--- src/rtl/gdb_rsp_packet_rx.sv ---
// GDB RSP receive framer: hunts for $payload#xx, un-escapes and checksums the
// payload, answers with '+'/'-' and releases verified payloads to the decoder.
module gdb_rsp_packet_rx #(
    parameter int DEPTH = 256,
    parameter bit NOACK = 1'b0
) (
    input  logic       clk,
    input  logic       rst_n,
    input  logic       rx_vld,
    output logic       rx_rdy,
    input  logic [7:0] rx_dat,
    output logic       pkt_vld,
    input  logic       pkt_rdy,
    output logic [7:0] pkt_dat,
    output logic       pkt_lst,
    output logic       ack_vld,
    input  logic       ack_rdy,
    output logic [7:0] ack_dat,
    output logic       brk,
    output logic       rsp_ack,
    output logic       rsp_nak,
    output logic       err_cs,
    output logic       err_ovf
);
    localparam int AW = $clog2(DEPTH);
    localparam int LW = AW + 1;

    typedef enum logic [2:0] {
        S_IDLE, S_DATA, S_ESC, S_CS_HI, S_CS_LO, S_ACK, S_DRAIN
    } state_t;

    state_t          state_q, state_d;
    logic [7:0]      sum_q, sum_d;
    logic [LW-1:0]   len_q, len_d, rd_q, rd_d;
    logic            ovf_q, ovf_d, bad_q, bad_d, good_q, good_d;
    logic [3:0]      cs_hi_q, cs_hi_d;
    logic            brk_q, brk_d, rsp_ack_q, rsp_ack_d, rsp_nak_q, rsp_nak_d;
    logic            err_cs_q, err_cs_d, err_ovf_q, err_ovf_d;

    logic [7:0]      mem [DEPTH];
    logic [7:0]      rdata_q;
    logic            wr_en, rd_en, st_req, rx_fire, bad_now, cs_match;
    logic [7:0]      st_dat;
    logic [AW-1:0]   rd_addr;
    logic [4:0]      hex;

    // {valid, nibble} for one ASCII hex digit
    function automatic logic [4:0] hex_dec(input logic [7:0] c);
        if (c >= 8'h30 && c <= 8'h39)
            return {1'b1, c[3:0]};
        else if ((c >= 8'h61 && c <= 8'h66) || (c >= 8'h41 && c <= 8'h46))
            return {1'b1, c[3:0] + 4'd9};
        else
            return 5'd0;
    endfunction

    assign rx_rdy   = (state_q != S_ACK) && (state_q != S_DRAIN);
    assign rx_fire  = rx_vld && rx_rdy;
    assign hex      = hex_dec(rx_dat);
    assign bad_now  = bad_q || !hex[4];
    assign cs_match = ({cs_hi_q, hex[3:0]} == sum_q);

    always_comb begin
        state_d   = state_q;
        sum_d     = sum_q;
        len_d     = len_q;
        rd_d      = rd_q;
        ovf_d     = ovf_q;
        bad_d     = bad_q;
        good_d    = good_q;
        cs_hi_d   = cs_hi_q;
        brk_d     = 1'b0;
        rsp_ack_d = 1'b0;
        rsp_nak_d = 1'b0;
        err_cs_d  = 1'b0;
        err_ovf_d = 1'b0;
        st_req    = 1'b0;
        st_dat    = rx_dat;
        wr_en     = 1'b0;
        rd_en     = 1'b0;
        rd_addr   = rd_q[AW-1:0];
        ack_vld   = 1'b0;
        pkt_vld   = 1'b0;
        pkt_lst   = 1'b0;

        case (state_q)
            S_IDLE: if (rx_fire) begin
                if (rx_dat == 8'h24) begin
                    state_d = S_DATA;
                    sum_d   = 8'd0;
                    len_d   = '0;
                    ovf_d   = 1'b0;
                end
                brk_d     = (rx_dat == 8'h03);
                rsp_ack_d = (rx_dat == 8'h2B);
                rsp_nak_d = (rx_dat == 8'h2D);
            end
            S_DATA: if (rx_fire) begin
                if (rx_dat == 8'h23) begin
                    state_d = S_CS_HI;
                end else if (rx_dat == 8'h24) begin
                    sum_d = 8'd0;
                    len_d = '0;
                    ovf_d = 1'b0;
                end else begin
                    sum_d = sum_q + rx_dat;
                    if (rx_dat == 8'h7D) state_d = S_ESC;
                    else                 st_req  = 1'b1;
                end
            end
            S_ESC: if (rx_fire) begin
                sum_d   = sum_q + rx_dat;
                st_req  = 1'b1;
                st_dat  = rx_dat ^ 8'h20;
                state_d = S_DATA;
            end
            S_CS_HI: if (rx_fire) begin
                bad_d   = !hex[4];
                cs_hi_d = hex[3:0];
                state_d = S_CS_LO;
            end
            S_CS_LO: if (rx_fire) begin
                good_d    = cs_match && !bad_now && !ovf_q;
                err_cs_d  = !cs_match || bad_now;
                err_ovf_d = ovf_q;
                state_d   = S_ACK;
            end
            S_ACK: begin
                ack_vld = !NOACK;
                if (NOACK || ack_rdy) begin
                    if (good_q && len_q != '0) begin
                        // prefetch beat 0 so it is valid on the first DRAIN cycle
                        state_d = S_DRAIN;
                        rd_d    = '0;
                        rd_en   = 1'b1;
                        rd_addr = '0;
                    end else begin
                        state_d = S_IDLE;
                    end
                end
            end
            S_DRAIN: begin
                pkt_vld = 1'b1;
                pkt_lst = (rd_q == len_q - LW'(1));
                if (pkt_rdy) begin
                    if (pkt_lst) begin
                        state_d = S_IDLE;
                    end else begin
                        rd_d    = rd_q + LW'(1);
                        rd_en   = 1'b1;
                        rd_addr = rd_d[AW-1:0];
                    end
                end
            end
            default: state_d = S_IDLE;
        endcase

        if (st_req) begin
            if (len_q < LW'(DEPTH)) begin
                wr_en = 1'b1;
                len_d = len_q + LW'(1);
            end else begin
                ovf_d = 1'b1;
            end
        end
    end

    assign ack_dat = ack_vld ? (good_q ? 8'h2B : 8'h2D) : 8'h00;
    assign pkt_dat = pkt_vld ? rdata_q : 8'h00;
    assign brk     = brk_q;
    assign rsp_ack = rsp_ack_q;
    assign rsp_nak = rsp_nak_q;
    assign err_cs  = err_cs_q;
    assign err_ovf = err_ovf_q;

    always_ff @(posedge clk) begin
        if (wr_en) mem[len_q[AW-1:0]] <= st_dat;
        if (rd_en) rdata_q <= mem[rd_addr];
    end

    always_ff @(posedge clk or negedge rst_n) begin
        if (!rst_n) begin
            state_q   <= S_IDLE;
            sum_q     <= 8'd0;
            len_q     <= '0;
            rd_q      <= '0;
            ovf_q     <= 1'b0;
            bad_q     <= 1'b0;
            good_q    <= 1'b0;
            cs_hi_q   <= 4'd0;
            brk_q     <= 1'b0;
            rsp_ack_q <= 1'b0;
            rsp_nak_q <= 1'b0;
            err_cs_q  <= 1'b0;
            err_ovf_q <= 1'b0;
        end else begin
            state_q   <= state_d;
            sum_q     <= sum_d;
            len_q     <= len_d;
            rd_q      <= rd_d;
            ovf_q     <= ovf_d;
            bad_q     <= bad_d;
            good_q    <= good_d;
            cs_hi_q   <= cs_hi_d;
            brk_q     <= brk_d;
            rsp_ack_q <= rsp_ack_d;
            rsp_nak_q <= rsp_nak_d;
            err_cs_q  <= err_cs_d;
            err_ovf_q <= err_ovf_d;
        end
    end
endmodule

--- config.mk ---
export PLATFORM = sky130hd
export DESIGN_NAME = gdb_rsp_packet_rx
export DESIGN_NICKNAME = d
export VERILOG_FILES = /design/src/rtl/gdb_rsp_packet_rx.sv
export SDC_FILE = /design/constraint.sdc
export NUM_CORES = 2
export LEC_CHECK = 0
export ABC_AREA = 1
export CORE_MARGIN = 2
export CORE_UTILIZATION = 42
export CTS_CLUSTER_SIZE = 25
export DETAILED_ROUTE_END_ITERATION = 10
export GPL_TIMING_DRIVEN = 1
export SLEW_MARGIN = 20
export SYNTH_ARGS = -nofsm -noshare
export SYNTH_HDL_FRONTEND = slang
export SYNTH_SLANG_ARGS = --single-unit
export TNS_END_PERCENT = 20
--- constraint.sdc ---
create_clock -name clk -period 12.24 [get_ports clk]
set_input_delay 2.448 -clock clk [delete_from_list [all_inputs] [get_ports clk]]
set_output_delay 2.448 -clock clk [all_outputs]
set_load 0.1 [all_outputs]
==> impl_metrics.csv <==
group,metric,value,unit
floorplan,core.rowCount,172,
synth,synth-compound-area-share,0.462,%
timing,finalClockSkew,0.0596,ns
global_routing,wire_length_of_the_first_global_routing_pass,396,mm
global_routing,number_of_global_route_vias_before_repair,60000,
synth,synth_simple_gate_area_share,24.9,%
timing,final.hold.worst_slack,0.492,ns
critical_path,setup.worst_path.end_class,"register",
clock_network,cts_made_buffers,214,
clock_network,cts_repair_resizes,0,
layout,nets,8388,
place,hpwl,148,mm
critical_path,internal_reg_to_reg_setup_slack,4.78,ns
floorplan,top_level_ports,38,
synth,syn_avg_cell_area,10.8,µm²
synth,ys_seq_elements,2097,
clock_network,worst_setup_hold_path_clk_slew,0.06,ns
timing,max_slew.worst_pin.slew,1.20,ns
synth,ys.warnings.count,0,
timing,setup-violations-final,0,
timing,period_needed,7.76,ns
routing,detail_route.first_pass.iterations,7,
synth,area_share_of_the_leading_cell_type_in_the_synthesized_netlist,66.6,%
timing,remaining_max_slew_budget_at_the_tightest_pin,19.8,%
timing,fmax,0.129,GHz
global_routing,final_global_route_overflow_total,0,
critical_path,largest_fanout_on_the_critical_path,119,
pwr,vdd_drop_max,0.000255,V
critical_path,critical_path.startpoint_type,"input pin",
synth,synth_top_cell_by_area,"sky130_fd_sc_hd__edfxtp_1",
timing,final_ws_setup,4.48,ns
floorplan,die-height,474,µm
routing,postRouteAntennaNets,0,
synth,synth_adder_area_share,0.224,%
synth,ys_top_cells_by_count,"sky130_fd_sc_hd__nand2_1 (2,246), sky130_fd_sc_hd__edfxtp_1 (2,056), sky130_fd_sc_hd__nand3_1 (1,773)",
place,place.port_buffers,34,
clock_network,clock_sink_count,2097,
synth,yosysMostFrequentCell,"sky130_fd_sc_hd__nand2_1",
global_routing,global_route.usage.total,23.4,%
critical_path,cp_data_required_time,12.85,ns
flow_run,max_cap_violations,0,
floorplan,die_area,224000,µm²
clock_network,cts.repair_timing.setup_buffer_count,0,
timing,timing_max_transition_violations_final,0,
clock_network,htreeDepth,4,
clock_network,worstSkewPairLatency,0.87,ns
floorplan,core_region_area,220000,µm²
synth,number_of_synthesized_flops_with_an_enable_pin,2056,
place,globalplace.congestion,0.892,
synth,cells_taking_the_most_area_after_synthesis,"sky130_fd_sc_hd__edfxtp_1 (67%), sky130_fd_sc_hd__nand3_1 (9.6%), sky130_fd_sc_hd__nand2_1 (9.1%)",
critical_path,worstSetupStartpoint,"pkt_rdy",
place,dp_slack,3.54,ns
critical_path,critical_path.reg2reg.startpoint,"state_q[1]$_DFFE_PN0P_",
worst_hold_path,hp-class,"reg2reg",
routing,drc_errors,0,
synth,ys.flop_type,"sky130_fd_sc_hd__edfxtp_1",
critical_path,r2r-end,"rdata_q[5]$_DFFE_PP_",
floorplan,initial_core_util,42.2,%
routing,post_detailed_route_via_to_cell_ratio,5.53,
routing,num_vias,63000,
synth,asyncSetResetFlopFracSynth,1.96,%
critical_path,critPathCapture,"rdata_q[2]$_DFFE_PP_",
critical_path,reg2regPathDepth,19,
clock_network,clock_tree.buffer_depth,3,
clock_network,cts_tree,"done",
global_routing,pin_count_of_the_biggest_net_entering_global_routing,209,
synth,seq_area_frac_synth,67.7,%
synth,post_synth_num_cell_types,45,
timing,tcrit_tclk_final,63.4,%
layout,synth_to_final_area_change,9.70,%
layout,drive_above_1_share,5.13,%
critical_path,worstPathArrival,8.37,ns
global_routing,grt_antenna_before_repair,11,
routing,drt_iter0_drc,7370,
synth,netlist_instances,8581,
routing,detail_route.wirelength,267,mm
clock_network,ctsRootBufferMaster,"sky130_fd_sc_hd__clkbuf_16",
timing,fin_setup_tns,0,ns
floorplan,chipWidth,474,µm
pwr,powerDensity,204,nW/µm²
routing,detail_route.wl_per_cell,23.4,µm
timing,hold_viol_final,0,
timing,rsz0062_at_grt,"false",
synth,main_combinational_cell_family_by_area_after_synthesis,"simple AND/OR/NAND/NOR gates",
status,outcome,"finished, final reports clean",
critical_path,path_class,"in2reg",
synth,synth_xor_area_share,0.104,%
synth,muxShareOfSynthArea,0.0122,%
pwr,static-leakage-power,38.6,nW
clock_network,ctsHoldBuffers,0,
synth,netlist_area,92600,µm²
[routing by layer]
layer	global-route usage [%]	vias to the layer above	wire length (µm)
met4	9.03	14	10400
met5	0	-	85
met3	3.70	496	21000
met2	36.6	2741	122000
li1	-	28800	-
met1	32.9	31000	113000
[cell type report]
class                           instances  area [µm²]
Antenna cell                            1        2.50
Fill cell                           19900      118000
Clock inverter                        119        1070
Tap cell                             2871        3590
Timing Repair Buffer                  121        1200
Sequential cell                      2097       62800
Clock buffer                          273        5720
Inverter                              862        3250
Multi-Input combinational cell       5063       24000
[where the power goes]
part	internal (mW)	leakage [nW]	total (mW)	switching, mW
combinational	1.52	16.3	6.26	4.74
clock	3.61	3.31	6.39	2.78
sequential	8.01	19.0	8.07	0.0607
[placed cells by master (no fill, tap or decap), types with 5 or more instances in the layout]
master,n
sky130_fd_sc_hd__nand2_2,19
sky130_fd_sc_hd__nand3_1,1773
sky130_fd_sc_hd__nor4_1,5
sky130_fd_sc_hd__ha_1,15
sky130_fd_sc_hd__o21ai_0,30
sky130_fd_sc_hd__nor2_1,324
sky130_fd_sc_hd__inv_2,8
sky130_fd_sc_hd__nor3_1,12
sky130_fd_sc_hd__bufinv_16,15
sky130_fd_sc_hd__inv_1,849
sky130_fd_sc_hd__buf_8,7
sky130_fd_sc_hd__o22ai_1,5
sky130_fd_sc_hd__buf_12,12
sky130_fd_sc_hd__edfxtp_1,2056
sky130_fd_sc_hd__clkinv_1,55
sky130_fd_sc_hd__o21ai_4,5
sky130_fd_sc_hd__clkbuf_8,6
sky130_fd_sc_hd__clkdlybuf4s50_1,26
sky130_fd_sc_hd__buf_4,73
sky130_fd_sc_hd__dfrtp_1,41
sky130_fd_sc_hd__xor2_1,6
sky130_fd_sc_hd__nand2_1,2231
sky130_fd_sc_hd__nand3b_1,576
sky130_fd_sc_hd__clkbuf_16,218
sky130_fd_sc_hd__a21oi_1,18
sky130_fd_sc_hd__clkinv_2,35
sky130_fd_sc_hd__clkbuf_1,49
[state kept, by name, summed over array words and instances (netlist names)]
name,flops
mem,2048
len_q,9
rd_q,9
rdata_q,8
sum_q,8
cs_hi_q,4
state_q,3
bad_q,1
brk,1
err_cs,1
err_ovf,1
good_q,1
ovf_q,1
rsp_ack,1
rsp_nak,1
[kinds of logic after synthesis]
group           after synthesis
mux                           1
buf+inv                    1423
simple gates               4958
fa+ha+maj                    16
compound gates               74
flops                      2097
other cells                   1
xor+xnor                     11
[worst max-delay path, stage by stage]
cell and delay [ns]:
sky130_fd_sc_hd__clkdlybuf4s50_1 0.73, sky130_fd_sc_hd__nand3_2 0.25, sky130_fd_sc_hd__nand2_8 0.60, sky130_fd_sc_hd__nand2_8 0.54, sky130_fd_sc_hd__inv_8 0.91, sky130_fd_sc_hd__buf_4 0.90
sky130_fd_sc_hd__nand2_1 0.11, sky130_fd_sc_hd__nand3_1 0.11, sky130_fd_sc_hd__nand3_1 0.10, sky130_fd_sc_hd__nand3_1 0.14, sky130_fd_sc_hd__nand3_1 0.19, sky130_fd_sc_hd__nand3_1 0.34
sky130_fd_sc_hd__nand3_1 0.28, sky130_fd_sc_hd__nand3_1 0.32, sky130_fd_sc_hd__nand2_1 0.08
[how the worst min path moves through the flow]
stage          slack [ns]  depth (start not counted)                 to              start
6_report             0.49                          2    ovf_q$_DFF_PN0_    ovf_q$_DFF_PN0_
5_1_grt              0.52                          2  bad_q$_DFFE_PN0P_  bad_q$_DFFE_PN0P_
4_1_cts              0.50                          2    ovf_q$_DFF_PN0_    ovf_q$_DFF_PN0_
3_5_place_dp         0.48                          2    ovf_q$_DFF_PN0_    ovf_q$_DFF_PN0_
3_3_place_gp         0.48                          2  bad_q$_DFFE_PN0P_  bad_q$_DFFE_PN0P_
2_1_floorplan        0.45                          2    ovf_q$_DFF_PN0_    ovf_q$_DFF_PN0_
[through the flow]
| stage | util, % | power, mW | cell area [µm²] | instances |
|---|---|---|---|---|
| final | 46.3 | 20.7 | 102000 | 11400 |
| after global placement | 43.2 | 14.4 | 94800 | 11000 |
| after CTS | 46.3 | 20.7 | 102000 | 11400 |
| after floorplan | - | 12.2 | 92700 | 8583 |
| after global routing | 46.3 | 21.5 | 102000 | 11400 |
| after detailed placement | 43.2 | 14.4 | 94800 | 11000 |
(Power assumes the default switching activity.)
